$ cat config.mk
export PLATFORM = sky130hd
export DESIGN_NAME = biu_arb
export DESIGN_NICKNAME = d
export VERILOG_FILES = /design/src/rtl/biu_arb.sv
export SDC_FILE = /design/constraint.sdc
export NUM_CORES = 1
export LEC_CHECK = 0
export BUFFER_PORTS_ARGS = -buffer_cell sky130_fd_sc_hd__buf_2
export CAP_MARGIN = 20
export CELL_PAD_IN_SITES_DETAIL_PLACEMENT = 1
export CELL_PAD_IN_SITES_GLOBAL_PLACEMENT = 2
export CORE_AREA = 4 4 277 279
export CTS_CLUSTER_SIZE = 8
export DETAILED_ROUTE_END_ITERATION = 12
export DIE_AREA = 0 0 281 283
export PLACE_DENSITY_LB_ADDON = 0.1
export SLEW_MARGIN = 10
export SYNTH_ARGS = -nofsm -noshare
export SYNTH_HDL_FRONTEND = slang
export SYNTH_SLANG_ARGS = --single-unit
$ cat constraint.sdc
create_clock -name clk_i -period 4.1 [get_ports clk_i]
set_input_delay 0.615 -clock clk_i [delete_from_list [all_inputs] [get_ports clk_i]]
set_output_delay 0.615 -clock clk_i [all_outputs]
set_load 0.005 [all_outputs]
$ cat src/rtl/biu_arb.sv
// rtl/biu_arb.sv - multi-port BIU arbiter with in-order response routing; BIU_ARB_ROUND_ROBIN_EN selects round-robin grant
package biu_arb_pkg;
    typedef logic [2:0] biu_size_t;
    typedef logic [2:0] biu_prot_t;
    typedef logic [2:0] biu_type_t;

    localparam biu_type_t SINGLE = 3'd0;
    localparam biu_type_t INCR   = 3'd1;
    localparam biu_type_t WRAP4  = 3'd2;
    localparam biu_type_t INCR4  = 3'd3;
    localparam biu_type_t WRAP8  = 3'd4;
    localparam biu_type_t INCR8  = 3'd5;
    localparam biu_type_t WRAP16 = 3'd6;
    localparam biu_type_t INCR16 = 3'd7;
endpackage

module biu_arb
    import biu_arb_pkg::*;
#(
    parameter int ADDR_SIZE   = 32,
    parameter int DATA_SIZE   = 32,
    parameter int PORTS       = 4,
    parameter int QUEUE_DEPTH = 4
) (
    input  logic                                clk_i,
    input  logic                                rst_i,
    input  logic      [PORTS-1:0]               biu_req_i,
    input  logic      [PORTS-1:0]               biu_lock_i,
    input  logic      [PORTS-1:0]               biu_we_i,
    input  logic      [PORTS-1:0][ADDR_SIZE-1:0] biu_adri_i,
    input  logic      [PORTS-1:0][DATA_SIZE-1:0] biu_d_i,
    input  biu_size_t [PORTS-1:0]               biu_size_i,
    input  biu_type_t [PORTS-1:0]               biu_type_i,
    input  biu_prot_t [PORTS-1:0]               biu_prot_i,
    output logic      [PORTS-1:0]               biu_req_ack_o,
    output logic      [PORTS-1:0]               biu_d_ack_o,
    output logic      [PORTS-1:0]               biu_ack_o,
    output logic      [PORTS-1:0]               biu_err_o,
    output logic      [PORTS-1:0][ADDR_SIZE-1:0] biu_adro_o,
    output logic      [PORTS-1:0][DATA_SIZE-1:0] biu_q_o,
    output logic                                biu_req_o,
    output logic      [ADDR_SIZE-1:0]           biu_adri_o,
    output biu_size_t                           biu_size_o,
    output biu_type_t                           biu_type_o,
    output logic                                biu_lock_o,
    output biu_prot_t                           biu_prot_o,
    output logic                                biu_we_o,
    output logic      [DATA_SIZE-1:0]           biu_d_o,
    input  logic                                biu_req_ack_i,
    input  logic                                biu_d_ack_i,
    input  logic      [ADDR_SIZE-1:0]           biu_adro_i,
    input  logic      [DATA_SIZE-1:0]           biu_q_i,
    input  logic                                biu_ack_i,
    input  logic                                biu_err_i
);
    localparam int IDX_W = $clog2(PORTS);
    localparam int QW    = $clog2(QUEUE_DEPTH);
    localparam int CW    = QW + 1;

    typedef logic [IDX_W-1:0] idx_t;

    logic [PORTS-1:0] eligible;
    logic [PORTS-1:0] head_sel;
    idx_t             gnt_idx;
    idx_t             head_port;
    logic             any_req;
    logic             accept;
    logic             head_valid;
    logic             pop;
    logic [3:0]       head_beats;
    logic [3:0]       cur_cnt;

    logic             lock_valid_q, lock_valid_d;
    idx_t             lock_port_q, lock_port_d;
    logic [QW-1:0]    wr_ptr_q, wr_ptr_d;
    logic [QW-1:0]    rd_ptr_q, rd_ptr_d;
    logic [CW-1:0]    count_q, count_d;
    logic             q_full_q, q_full_d;
    logic             q_empty_q, q_empty_d;
    logic [3:0]       cnt_q, cnt_d;
    logic             cnt_loaded_q, cnt_loaded_d;
    idx_t             q_port_q  [QUEUE_DEPTH];
    idx_t             q_port_d  [QUEUE_DEPTH];
    logic [3:0]       q_beats_q [QUEUE_DEPTH];
    logic [3:0]       q_beats_d [QUEUE_DEPTH];
`ifdef BIU_ARB_ROUND_ROBIN_EN
    idx_t             ptr_q, ptr_d;
`endif

    function automatic logic [3:0] beats_m1(input biu_type_t t);
        case (t)
            WRAP4, INCR4:   beats_m1 = 4'd3;
            WRAP8, INCR8:   beats_m1 = 4'd7;
            WRAP16, INCR16: beats_m1 = 4'd15;
            default:        beats_m1 = 4'd0;
        endcase
    endfunction

    // A held lock narrows the candidate set to the locking port alone.
    always_comb begin
        eligible = biu_req_i;
        if (lock_valid_q) begin
            eligible = biu_req_i & (PORTS'(1) << lock_port_q);
        end
        any_req = |eligible;
    end

    // Scan from lowest priority to highest so the last hit wins.
    always_comb begin : grant_sel
`ifdef BIU_ARB_ROUND_ROBIN_EN
        int j;
        j       = 0;
        gnt_idx = '0;
        for (int k = PORTS - 1; k >= 0; k--) begin
            j = (int'(ptr_q) + k) % PORTS;
            if (eligible[j]) begin
                gnt_idx = idx_t'(j);
            end
        end
`else
        gnt_idx = '0;
        for (int k = PORTS - 1; k >= 0; k--) begin
            if (eligible[k]) begin
                gnt_idx = idx_t'(k);
            end
        end
`endif
    end

    always_comb begin
        biu_req_o     = any_req & ~q_full_q & ~rst_i;
        accept        = biu_req_o & biu_req_ack_i;
        biu_req_ack_o = accept ? (PORTS'(1) << gnt_idx) : '0;
        biu_adri_o    = biu_adri_i[gnt_idx];
        biu_size_o    = biu_size_i[gnt_idx];
        biu_type_o    = biu_type_i[gnt_idx];
        biu_lock_o    = biu_lock_i[gnt_idx];
        biu_prot_o    = biu_prot_i[gnt_idx];
        biu_we_o      = biu_we_i[gnt_idx];
        biu_d_o       = biu_d_i[gnt_idx];
    end

    // Response side: only the head entry's port sees acknowledgements.
    always_comb begin
        head_port  = q_port_q[rd_ptr_q];
        head_beats = q_beats_q[rd_ptr_q];
        head_valid = ~q_empty_q & ~rst_i;
        cur_cnt    = cnt_loaded_q ? cnt_q : head_beats;
        pop        = head_valid & (biu_err_i | (biu_ack_i & (cur_cnt == 4'd0)));
        head_sel   = head_valid ? (PORTS'(1) << head_port) : '0;
        biu_ack_o   = head_sel & {PORTS{biu_ack_i}};
        biu_err_o   = head_sel & {PORTS{biu_err_i}};
        biu_d_ack_o = head_sel & {PORTS{biu_d_ack_i}};
        for (int p = 0; p < PORTS; p++) begin
            biu_q_o[p]    = biu_q_i;
            biu_adro_o[p] = biu_adro_i;
        end
    end

    always_comb begin
        q_port_d  = q_port_q;
        q_beats_d = q_beats_q;
        if (accept) begin
            q_port_d[wr_ptr_q]  = gnt_idx;
            q_beats_d[wr_ptr_q] = beats_m1(biu_type_i[gnt_idx]);
        end
        wr_ptr_d  = wr_ptr_q + QW'(accept);
        rd_ptr_d  = rd_ptr_q + QW'(pop);
        count_d   = count_q + CW'(accept) - CW'(pop);
        q_full_d  = (count_d == CW'(QUEUE_DEPTH));
        q_empty_d = (count_d == '0);
    end

    // The counter is only meaningful once the head has seen a beat; until then the head's own length is used.
    always_comb begin
        cnt_d        = cnt_q;
        cnt_loaded_d = cnt_loaded_q;
        if (pop) begin
            cnt_d        = 4'd0;
            cnt_loaded_d = 1'b0;
        end else if (head_valid && biu_ack_i) begin
            cnt_d        = cur_cnt - 4'd1;
            cnt_loaded_d = 1'b1;
        end
    end

    always_comb begin
        lock_valid_d = lock_valid_q;
        lock_port_d  = lock_port_q;
        if (lock_valid_q && !biu_req_i[lock_port_q]) begin
            lock_valid_d = 1'b0;
        end
        if (accept) begin
            lock_valid_d = biu_lock_i[gnt_idx];
            lock_port_d  = gnt_idx;
        end
    end

`ifdef BIU_ARB_ROUND_ROBIN_EN
    always_comb begin
        ptr_d = ptr_q;
        if (accept) begin
            ptr_d = idx_t'((int'(gnt_idx) + 1) % PORTS);
        end
    end
`endif

    always_ff @(posedge clk_i) begin
        if (rst_i) begin
            wr_ptr_q     <= '0;
            rd_ptr_q     <= '0;
            count_q      <= '0;
            q_full_q     <= 1'b0;
            q_empty_q    <= 1'b1;
            cnt_q        <= 4'd0;
            cnt_loaded_q <= 1'b0;
            lock_valid_q <= 1'b0;
            lock_port_q  <= '0;
`ifdef BIU_ARB_ROUND_ROBIN_EN
            ptr_q        <= '0;
`endif
        end else begin
            wr_ptr_q     <= wr_ptr_d;
            rd_ptr_q     <= rd_ptr_d;
            count_q      <= count_d;
            q_full_q     <= q_full_d;
            q_empty_q    <= q_empty_d;
            cnt_q        <= cnt_d;
            cnt_loaded_q <= cnt_loaded_d;
            lock_valid_q <= lock_valid_d;
            lock_port_q  <= lock_port_d;
`ifdef BIU_ARB_ROUND_ROBIN_EN
            ptr_q        <= ptr_d;
`endif
        end
    end

    always_ff @(posedge clk_i) begin
        q_port_q  <= q_port_d;
        q_beats_q <= q_beats_d;
    end
endmodule

After elaboration in Yosys (flattened, before gate mapping)
Index checks and enable logic that the tools add are counted.

word-level totals
  bits in registers = 41
  input port bits = 374
  output and inout port bits = 348
  word-level logic and storage cells = 105

operators by class
  add/sub/neg operators = 5
  order comparisons = 5
  equality and inequality tests = 7
  shifts and indexed selects = 3
  mux-type cells = 40
  bitwise logic cells = 16
  reduce and logical (&&, ||, !) cells = 12

operators by type and width
  operator                                                               count
  32-bit binary-select mux with 2-bit select                             2
  32-bit 2-to-1 mux                                                      2
  4-bit 2-to-1 mux                                                       8
  3-bit binary-select mux with 2-bit select                              3
  4-bit bitwise AND                                                      4
  16-bit bitwise mux                                                     1
  3-bit equality test, second input constant                             5
  2-bit 2-to-1 mux                                                       7
  4-bit one-hot mux with 3 select lines                                  1
  1-bit by 2-bit << shifter with 4-bit output, first input constant      3
  3-bit 2-to-1 mux                                                       3
  4-bit binary-select mux with 2-bit select                              1
  8-bit bitwise mux                                                      1
  4-bit demux with 2-bit select                                          1
  2-bit OR reduction                                                     4
  1-bit bitwise AND                                                      6
  1-bit binary-select mux with 2-bit select                              3
  3-bit by 2-bit equality test with 1-bit output, second input constant  2
  3-bit greater-or-equal comparator, second input constant               2
  2-bit by 3-bit < comparator with 1-bit output, second input constant   2
  2-bit NOT with 3-bit output                                            2
  1-bit 2-to-1 mux                                                       5
  2-bit by 1-bit adder with 2-bit output                                 2
  2-bit binary-select mux with 2-bit select                              1
  other kinds (13)                                                       17

Depth between registers and ports, before layout
Gate-level depths: netlist (run 1).

  depth in word-level cells = 14
  gate-level depth with buffers = 15
  mapped depth without buffers = 14

Worst setup path before layout (run 1)
No wires, ideal clock.

  path kind = register to register
  start point = register rd_ptr_q[0]
  end point = register q_full_q
  arrival time = 3049 ps
  setup slack = 935 ps
  stages on the path, launching flop included = 16
  path buffers = 1
  period minus slack after synthesis = 3165 ps
  cells stage by stage = dfxtp_1 -> buf_6 -> mux4_2 -> and2_4 -> a21oi_1 -> ha_1 -> a31o_2 -> and2_1 -> ha_1 -> inv_1 -> ha_1 -> inv_1 -> fa_1 -> xnor2_1 -> nor2_1 -> and3_1

between the ends
  longest elaborated chain between the ends = 11

ends and longest elaborated chain
  what                                                 RTL line  source
  from (decl)                                          76        logic [QW-1:0] rd_ptr_q, rd_ptr_d;
  from (signal assigned)                               224       rd_ptr_q <= rd_ptr_d;
  2-bit NOT with 3-bit output (not written as such)    146       head_beats = q_beats_q[rd_ptr_q];
  4-bit binary-select mux with 2-bit select            146
  4-bit 2-to-1 mux (not written as such) (2 in a row)  146
  4-bit 2-to-1 mux                                     148       cur_cnt = cnt_loaded_q ? cnt_q : head_beats;
  4-bit zero test                                      149       pop = head_valid & (biu_err_i | (biu_ack_i & (cur_cnt == 4'd0)));
  1-bit bitwise AND                                    149
  1-bit bitwise OR                                     149
  1-bit bitwise AND                                    149
  3-bit by 1-bit subtractor with 3-bit output          169       count_d = count_q + CW'(accept) - CW'(pop);
  3-bit equality test                                  170       q_full_d = (count_d == CW'(QUEUE_DEPTH));
  to (signal assigned)                                 226       q_full_q <= q_full_d;
  to (decl)                                            78        logic q_full_q, q_full_d;

Every way passes these cells. The select of a mux whose other input is x is not followed.
A chain may end at the register's enable or synchronous reset.

Worst setup path after layout (run 1)
Ends and elaborated chain as after synthesis.

==> results of run 1 <==
==> final cells by class <==
cell class / instances / share of cell area (%)
Inverter: 12 / 0.620
Antenna cell: 9 / 0.310
Clock buffer: 5 / 1.72
Clock inverter: 3 / 0.947
Sequential cell: 37 / 12.9
Multi-Input combinational cell: 352 / 36.7
Tap cell: 969 / 16.7
Timing Repair Buffer: 416 / 30.0
==> per-layer routing <==
metal  GRT usage (%)  up-vias  wire, um
li1                -     2487         -
met5               0        -       172
met3            4.98       66      4240
met1            8.31     2455     12300
met2            13.4      356     15900
met4            1.30       26       556
==> cells in the final DEF (no fill, tap or decap), types with 3 or more instances in the layout <==
cell,instances
sky130_fd_sc_hd__xnor2_1,3
sky130_fd_sc_hd__o22ai_1,3
sky130_fd_sc_hd__nand3_1,5
sky130_fd_sc_hd__nor3_1,3
sky130_fd_sc_hd__buf_12,5
sky130_fd_sc_hd__o21ai_0,43
sky130_fd_sc_hd__and2_1,13
sky130_fd_sc_hd__buf_2,401
sky130_fd_sc_hd__o21a_1,3
sky130_fd_sc_hd__dfxtp_1,17
sky130_fd_sc_hd__diode_2,9
sky130_fd_sc_hd__nor2_1,20
sky130_fd_sc_hd__a22oi_1,75
sky130_fd_sc_hd__buf_4,10
sky130_fd_sc_hd__ha_1,6
sky130_fd_sc_hd__clkbuf_16,5
sky130_fd_sc_hd__edfxtp_1,20
sky130_fd_sc_hd__inv_1,11
sky130_fd_sc_hd__o21ai_1,32
sky130_fd_sc_hd__nand2_1,6
sky130_fd_sc_hd__a21oi_1,9
sky130_fd_sc_hd__a21o_1,3
sky130_fd_sc_hd__and3b_1,3
sky130_fd_sc_hd__and3_1,4
sky130_fd_sc_hd__nand2b_1,3
sky130_fd_sc_hd__mux2i_1,82
==> where the power goes <==
group	switching (mW)	internal (mW)	total [mW]	leakage, nW
Combinational	0.629	0.520	1.15	2.66
Sequential	0.0385	0.450	0.489	0.322
Clock	0.170	0.351	0.521	0.0945
Total	0.838	1.32	2.16	3.07
==> registers in the layout, summed over array words and instances (netlist names) <==
signal,cells
q_beats_q,12
lock_valid_q,1
cnt_q,4
lock_port_q,2
count_q,3
q_empty_q,1
rd_ptr_q,2
q_full_q,1
q_port_q,8
wr_ptr_q,2
cnt_loaded_q,1
==> how the worst max path moves through the flow <==
stage	endpoint
2_1_floorplan	q_full_q
3_3_place_gp	q_full_q
3_5_place_dp	q_full_q
4_1_cts	q_full_q
5_1_grt	q_full_q
6_report	q_full_q
==> worst max-delay path, cell delays in order, from the launching register on <==
cell	delay, ns
sky130_fd_sc_hd__dfxtp_1	0.36
sky130_fd_sc_hd__mux4_2	0.52
sky130_fd_sc_hd__and2_4	0.18
sky130_fd_sc_hd__a21oi_1	0.22
sky130_fd_sc_hd__ha_1	0.19
sky130_fd_sc_hd__a31o_2	0.24
sky130_fd_sc_hd__and2_1	0.19
sky130_fd_sc_hd__ha_1	0.24
sky130_fd_sc_hd__inv_1	0.05
sky130_fd_sc_hd__ha_1	0.12
sky130_fd_sc_hd__inv_1	0.05
sky130_fd_sc_hd__fa_1	0.40
sky130_fd_sc_hd__xnor2_1	0.16
sky130_fd_sc_hd__nor2_1	0.08
sky130_fd_sc_hd__and3_1	0.21
==> through the flow <==
stage / hold WS [ns] / worst slack [ns] / instances / cell area, um2 / power [mW]
CTS: 0.487 / 0.701 / 1794 / 7240 / 2.24
detailed placement: 0.474 / 0.716 / 1786 / 7050 / 1.70
floorplan: 0.445 / 0.935 / 693 / 5760 / 1.29
global placement: 0.504 / 0.744 / 1786 / 7050 / 1.73
global route: 0.518 / 0.520 / 1798 / 7250 / 2.35
finish: 0.484 / 0.763 / 1803 / 7270 / 2.16
==> kinds of logic (layout without fill, tap and decap cells) <==
group	after synthesis	after routing	share of synthesized area [%]
simple gates	70	70	6.62
fa+ha+maj	7	7	1.65
compound gates	185	185	21.1
flops	37	37	16.3
other cells	0	9	0
mux	86	86	15.9
buf+inv	304	436	37.7
xor+xnor	4	4	0.608
==> impl_results.md, run 1 <==
* Type of destination of the critical path: flip-flop
* Final number of setup-violating endpoints at 0
* Post-CTS Resized at 0
* Area of the die at 79500 um2
* Critical-path maximum fanout at 6
* Total overflow reported by the global router at 0
* Register-to-Register Setup Slack at 0.76 ns
* CTS root buffer: sky130_fd_sc_hd__clkbuf_16
* Distinct cell type count of the synthesized netlist at 50
* Peak Freq at 0.300 GHz
* Number of clock sinks at 37
* Netlist area before placement at 5760 um2
* Number of warnings reported in the yosys synthesis log at 0
* H-tree lvl count at 2
* Number of instances in the synthesized netlist at 693
* Total wire length at 33100 um
* Number of buffers added to fix hold violations after cts at 0
* Final hold violation count at 0
* Total Routing Usage GR at 7.85%
* Number of optimization iterations in the first detailed-route pass at 4
* Class of the most critical hold timing path: reg -> reg
* Worst r2r path cells at 14
* RR Endpoint: q_full_q
* Data required time of the critical path at 4.28 ns
* Critical path origin: rd_ptr_q[0]
* Number of synthesized flops with an enable pin at 20
* Max Transition Viols Final at 0
* Inserted Clock Buffers at 5
* Count of buffers inserted at the top-level ports at 401
* Min-Delay Startpoint: cnt_q[3]
* Total area of multi-input combinational cells at 2670 um2
* Maximum clock insertion buffer count at 2
* Setup bufs post-CTS at 0
* Area share of the leading cell type in the synthesized netlist at 34.0%
* Leading register cell type out of synthesis: sky130_fd_sc_hd__edfxtp_1
* Unrepaired setup endpoints after global routing: false
* WS Path Type: reg -> reg
* Reg-to-reg startpoint: rd_ptr_q[0]
* WP data arrival at 3.52 ns
* Async set-or-reset flop fraction in the synthesized netlist at 0%
* Mapped Avg Cell Area at 8.32 um2
* Least-Margin Pin Slew at 0.596 ns
* Total power per unit cell area at 297 nW/um2
* Die width at 281 um
* Core region area at 74200 um2
* Clock tree from TritonCTS: done
* Antenna viol nets, final at 0
* Worst clock skew at 0.0113 ns
* Fill cell instance count of the final layout at 8917
* Number of cell rows at 100
* Clock-pin slew of the registers on the worst-case setup and hold paths at 0.07 ns
* Maximum number of pins on one net before global-route repair at 61
* Normalized max-slew margin at 59.9%
* Die Height at 283 um
* Vias in the first global route at 6083
* Initial antenna violation count at 25
* P&R area growth vs syn at 26.1%
* Shortest period the worst path allows at 3.34 ns
* Part of the Yosys area used for sequential elements at 16.3%
* Number of synthesized register bits at 37
* Result of the run: finished clean
* Total negative setup slack at 0 ns
* Wire length of the first global-routing pass at 45700 um
* Highest ir drop seen on vdd at 0.136 mV
* Most area-consuming cells after synthesis: sky130_fd_sc_hd__buf_4, sky130_fd_sc_hd__mux2i_1, sky130_fd_sc_hd__edfxtp_1, sky130_fd_sc_hd__a22oi_1, sky130_fd_sc_hd__dfxtp_1
* Count of unresolved DRC violations after routing at 0
* Violation count after the first detailed-route iteration at 109
* Number of cells on the worst hold path at 2
* Vias after detailed routing at 5390
* Fin nets at 1205
* Sequential standard cell area at 941 um2
* End of the worst hold path: cnt_q[3]
* Total I/O pin count at 722
* Most common library cells after synthesis: sky130_fd_sc_hd__buf_4, sky130_fd_sc_hd__mux2i_1, sky130_fd_sc_hd__a22oi_1
* Leakage dissipation at 3.07 nW
* Post-detailed-route wirelength per cell at 18.4 um
* Critical path startpoint category: flip-flop
* HPWL after detailed placement at 27800 um
* # Max-Cap Violations at 0
* Clk Latency, worst-skew pair at 0.29 ns
* Syn_nets at 1074
* Cell taking the most area after synthesis: sky130_fd_sc_hd__buf_4
* Share of layout cells above drive strength 1 at 53.5%
* Starting utilization of the core area at 7.77%
* Via density per instance at 2.99
* Final critical-path share of the clock period at 81.4%
* Post-layout utilization of the core at 9.79%
* GPL Wtd Cong at 0.701
* Most used standard cell by instance count after synthesis: sky130_fd_sc_hd__buf_4
(Power assumes the default switching activity.)
==> run 2: changes to the inputs <==
--- a/config.mk
+++ b/config.mk
@@ -9,10 +9,10 @@
 export CAP_MARGIN = 20
 export CELL_PAD_IN_SITES_DETAIL_PLACEMENT = 1
 export CELL_PAD_IN_SITES_GLOBAL_PLACEMENT = 2
-export CORE_AREA = 4 4 277 279
+export CORE_AREA = 4 4 280 282
 export CTS_CLUSTER_SIZE = 8
 export DETAILED_ROUTE_END_ITERATION = 12
-export DIE_AREA = 0 0 281 283
+export DIE_AREA = 0 0 284 286
 export PLACE_DENSITY_LB_ADDON = 0.1
 export SLEW_MARGIN = 10
 export SYNTH_ARGS = -nofsm -noshare
==> constraint.sdc (replaced) <==
create_clock -name clk_i -period 3.06 [get_ports clk_i]
set_input_delay 0.459 -clock clk_i [delete_from_list [all_inputs] [get_ports clk_i]]
set_output_delay 0.459 -clock clk_i [all_outputs]
set_load 0.005 [all_outputs]
==> impl_results.md, run 2 (same netlist as run 1, synthesis figures left out) <==
* Maximum number of pins on one net before global-route repair at 37 (-39%)
* Maximum clock insertion buffer count at 2 (unchanged)
* Most common cell after layout, fill and taps aside: sky130_fd_sc_hd__buf_2
* Post-detailed-route wirelength per cell at 18.5 um (+0.74%)
* Critical path startpoint category: flip-flop
* Core region area at 75700 um2 (+2.0%)
* Total Routing Usage GR at 7.87% (+0.016 points)
* Die width at 284 um (+1.1%)
* Total net switching power at 1.20 mW (+43%)
* RR Endpoint: q_full_q
* Biggest registers after layout: q_beats_q: 12 flops, q_port_q: 8 flops, cnt_q: 4 flops
* Worst r2r path cells at 14 (unchanged)
* Violation count after the first detailed-route iteration at 153 (+40%)
* Switching fraction of total power at 38.7% (-0.074 points)
* Total power consumption of the routed design at 3.09 mW (+43%)
* GPL Wtd Cong at 0.700 (-0.20%)
* Register-to-Register Setup Slack at 0.14 ns (-0.62 ns)
* Critical-path maximum fanout at 3 (-3)
* H-tree lvl count at 2 (unchanged)
* Initial antenna violation count at 22 (-12%)
* Total wire length at 34200 um (+3.2%)
* Leakage dissipation at 3.26 nW (+6.1%)
* Series of cell instances along the critical path: mux4_2 -> and2_4 -> a21oi_4 -> ha_2 -> a31o_4 -> and2_4 -> ha_4 -> inv_1 -> ha_2 -> inv_2 -> fa_2 -> xnor2_2 -> nor2_2 -> and3_1
* Internal power at 1.89 mW (+43%)
* Final number of setup-violating endpoints at 0 (unchanged)
* Share of total power in sequential cells at 21.1% (-1.5 points)
* Total negative setup slack at 0 ns (unchanged)
* P&R area growth vs syn at 32.9%
* Total I/O pin count at 722 (unchanged)
* Clock tree from TritonCTS: done
* Fin nets at 1238 (+2.7%)
* Number of buffers added to fix hold violations after cts at 0 (unchanged)
* Class of the most critical hold timing path: reg -> reg
* Master of the slowest instance on the critical path: sky130_fd_sc_hd__mux4_2
* HPWL after detailed placement at 29100 um (+4.8%)
* WP data arrival at 3.15 ns (-0.37 ns)
* Number of cells on the worst hold path at 2 (unchanged)
* Inserted Clock Buffers at 5 (unchanged)
* Number of cell rows at 101 (+1.0%)
* Reg-to-reg startpoint: q_beats_q[1]
* Unrepaired setup endpoints after global routing: false
* Min-Delay Startpoint: cnt_q[3]
* Top library cells by usage in the layout, fill and taps aside: sky130_fd_sc_hd__buf_2, sky130_fd_sc_hd__mux2i_1, sky130_fd_sc_hd__a22oi_1, sky130_fd_sc_hd__o21ai_0, sky130_fd_sc_hd__buf_4
* Post-Layout Cell Count at 1847 (+2.4%)
* # Max-Cap Violations at 0 (unchanged)
* Vias in the first global route at 6273 (+3.1%)
* Normalized max-slew margin at 66.9% (+7.0 points)
* Via density per instance at 2.97 (-0.55%)
* Final hold violation count at 0 (unchanged)
* Final critical-path share of the clock period at 95.4% (+14 points)
* Max Transition Viols Final at 0 (unchanged)
* Worst clock skew at 0.0121 ns (+0.000788 ns)
* Clock-pin slew of the registers on the worst-case setup and hold paths at 0.07 ns (about the same)
* Placed cell count at 1825 (+2.2%)
* Wire length of the first global-routing pass at 47000 um (+2.8%)
* Data required time of the critical path at 3.29 ns (-0.99 ns)
* Instance area after placement at 7370 um2 (+4.5%)
* Final Worst Setup Slack at 0.142 ns (-0.621 ns)
* Worst hold slack at 0.482 ns (-0.00234 ns)
* Clk Latency, worst-skew pair at 0.30 ns (about the same)
* Cell area after layout at 7660 um2 (+5.4%)
* Count of buffers inserted at the top-level ports at 401 (unchanged)
* Area of the die at 81200 um2 (+2.1%)
* Highest ir drop seen on vdd at 0.209 mV (+53%)
* Type of destination of the critical path: flip-flop
* Slowest Stage Delay on Critical Path at 0.48 ns (-0.04 ns)
* CTS root buffer: sky130_fd_sc_hd__clkbuf_16
* Peak Freq at 0.343 GHz (+14%)
* WS Path Type: reg -> reg
* Shortest period the worst path allows at 2.92 ns (-0.419 ns)
* Post-layout utilization of the core at 10.1% (+0.33 points)
* Vias after detailed routing at 5491 (+1.9%)
* Setup Slack @ Placement at 0.00225 ns (-0.713 ns)
* Part of the power in combinational logic at 56.1% (+2.9 points)
* Largest register by flop count: q_beats_q
* Starting utilization of the core area at 7.61% (-0.15 points)
* Die Height at 286 um (+1.1%)
* Result of the run: finished clean
* Total power per unit cell area at 404 nW/um2 (+36%)
* Share of layout cells above drive strength 1 at 56.8% (+3.3 points)
* Antenna viol nets, final at 0 (unchanged)
* Number of optimization iterations in the first detailed-route pass at 4 (unchanged)
* Number of clock sinks at 37 (unchanged)
* Flip-flop count of the largest register after layout at 12 (unchanged)
* End of the worst hold path: cnt_q[3]
* Part of the power in the clock network at 22.8% (-1.3 points)
* Least-Margin Pin Slew at 0.492 ns (-0.103 ns)
* Total overflow reported by the global router at 0 (unchanged)
* Count of unresolved DRC violations after routing at 0 (unchanged)
==> run 2: worst max-delay path by stage <==
stage / start / endpoint / slack [ns] / cells past startpoint
floorplan: rd_ptr_q[0] / q_full_q / 0.005 / 15
global placement: rd_ptr_q[0] / q_full_q / -0.008 / 14
detailed placement: rd_ptr_q[0] / q_full_q / 0.002 / 14
CTS: q_beats_q[1] / q_full_q / 0.01 / 14
global route: q_beats_q[1] / q_full_q / 0.02 / 14
finish: q_beats_q[1] / q_full_q / 0.14 / 14
==> run 2: final cells by class <==
class	instances	area [um2]
fill	9040	68000
clock inverter	3	68.8
antenna	11	27.5
multi-input combinational	352	2750
tap	978	1220
sequential	37	943
timing repair buffer	449	2480
clock buffer	5	125
inverter	12	46.3
==> run 2: routing by layer <==
| layer | up-vias | global-route usage (%) | wire length, um |
|---|---|---|---|
| met5 | - | 0 | 111 |
| met4 | 18 | 1.15 | 459 |
| met3 | 57 | 4.96 | 4330 |
| met2 | 380 | 13.7 | 16900 |
| met1 | 2480 | 8.21 | 12400 |
| li1 | 2556 | - | - |
==> run 2: critical path, delay by kind of cell (launching register included) <==
kind            cells  cell delay [ns]
compound gates      2             0.27
xor+xnor            1             0.15
simple gates        4             0.62
mux                 1             0.48
fa+ha+maj           4             0.89
buf+inv             2             0.09
flops               1             0.36
==> run 2: power groups by stage <==
stage | clock (mW) | combinational, mW | sequential, mW
CTS | 0.742 | 1.77 | 0.653
finish | 0.705 | 1.74 | 0.652
floorplan | 0 | 1.10 | 0.639
global placement | 0 | 1.79 | 0.666
global route | 0.751 | 1.94 | 0.662
detailed placement | 0 | 1.76 | 0.663
==> run 2: what timing repair did <==
action                                  in CTS  in global routing
endpoints found under the setup margin       1                  6
gates resized for setup                      1                 10
pin swaps                                    0                  7
buffers inserted                             0                  3
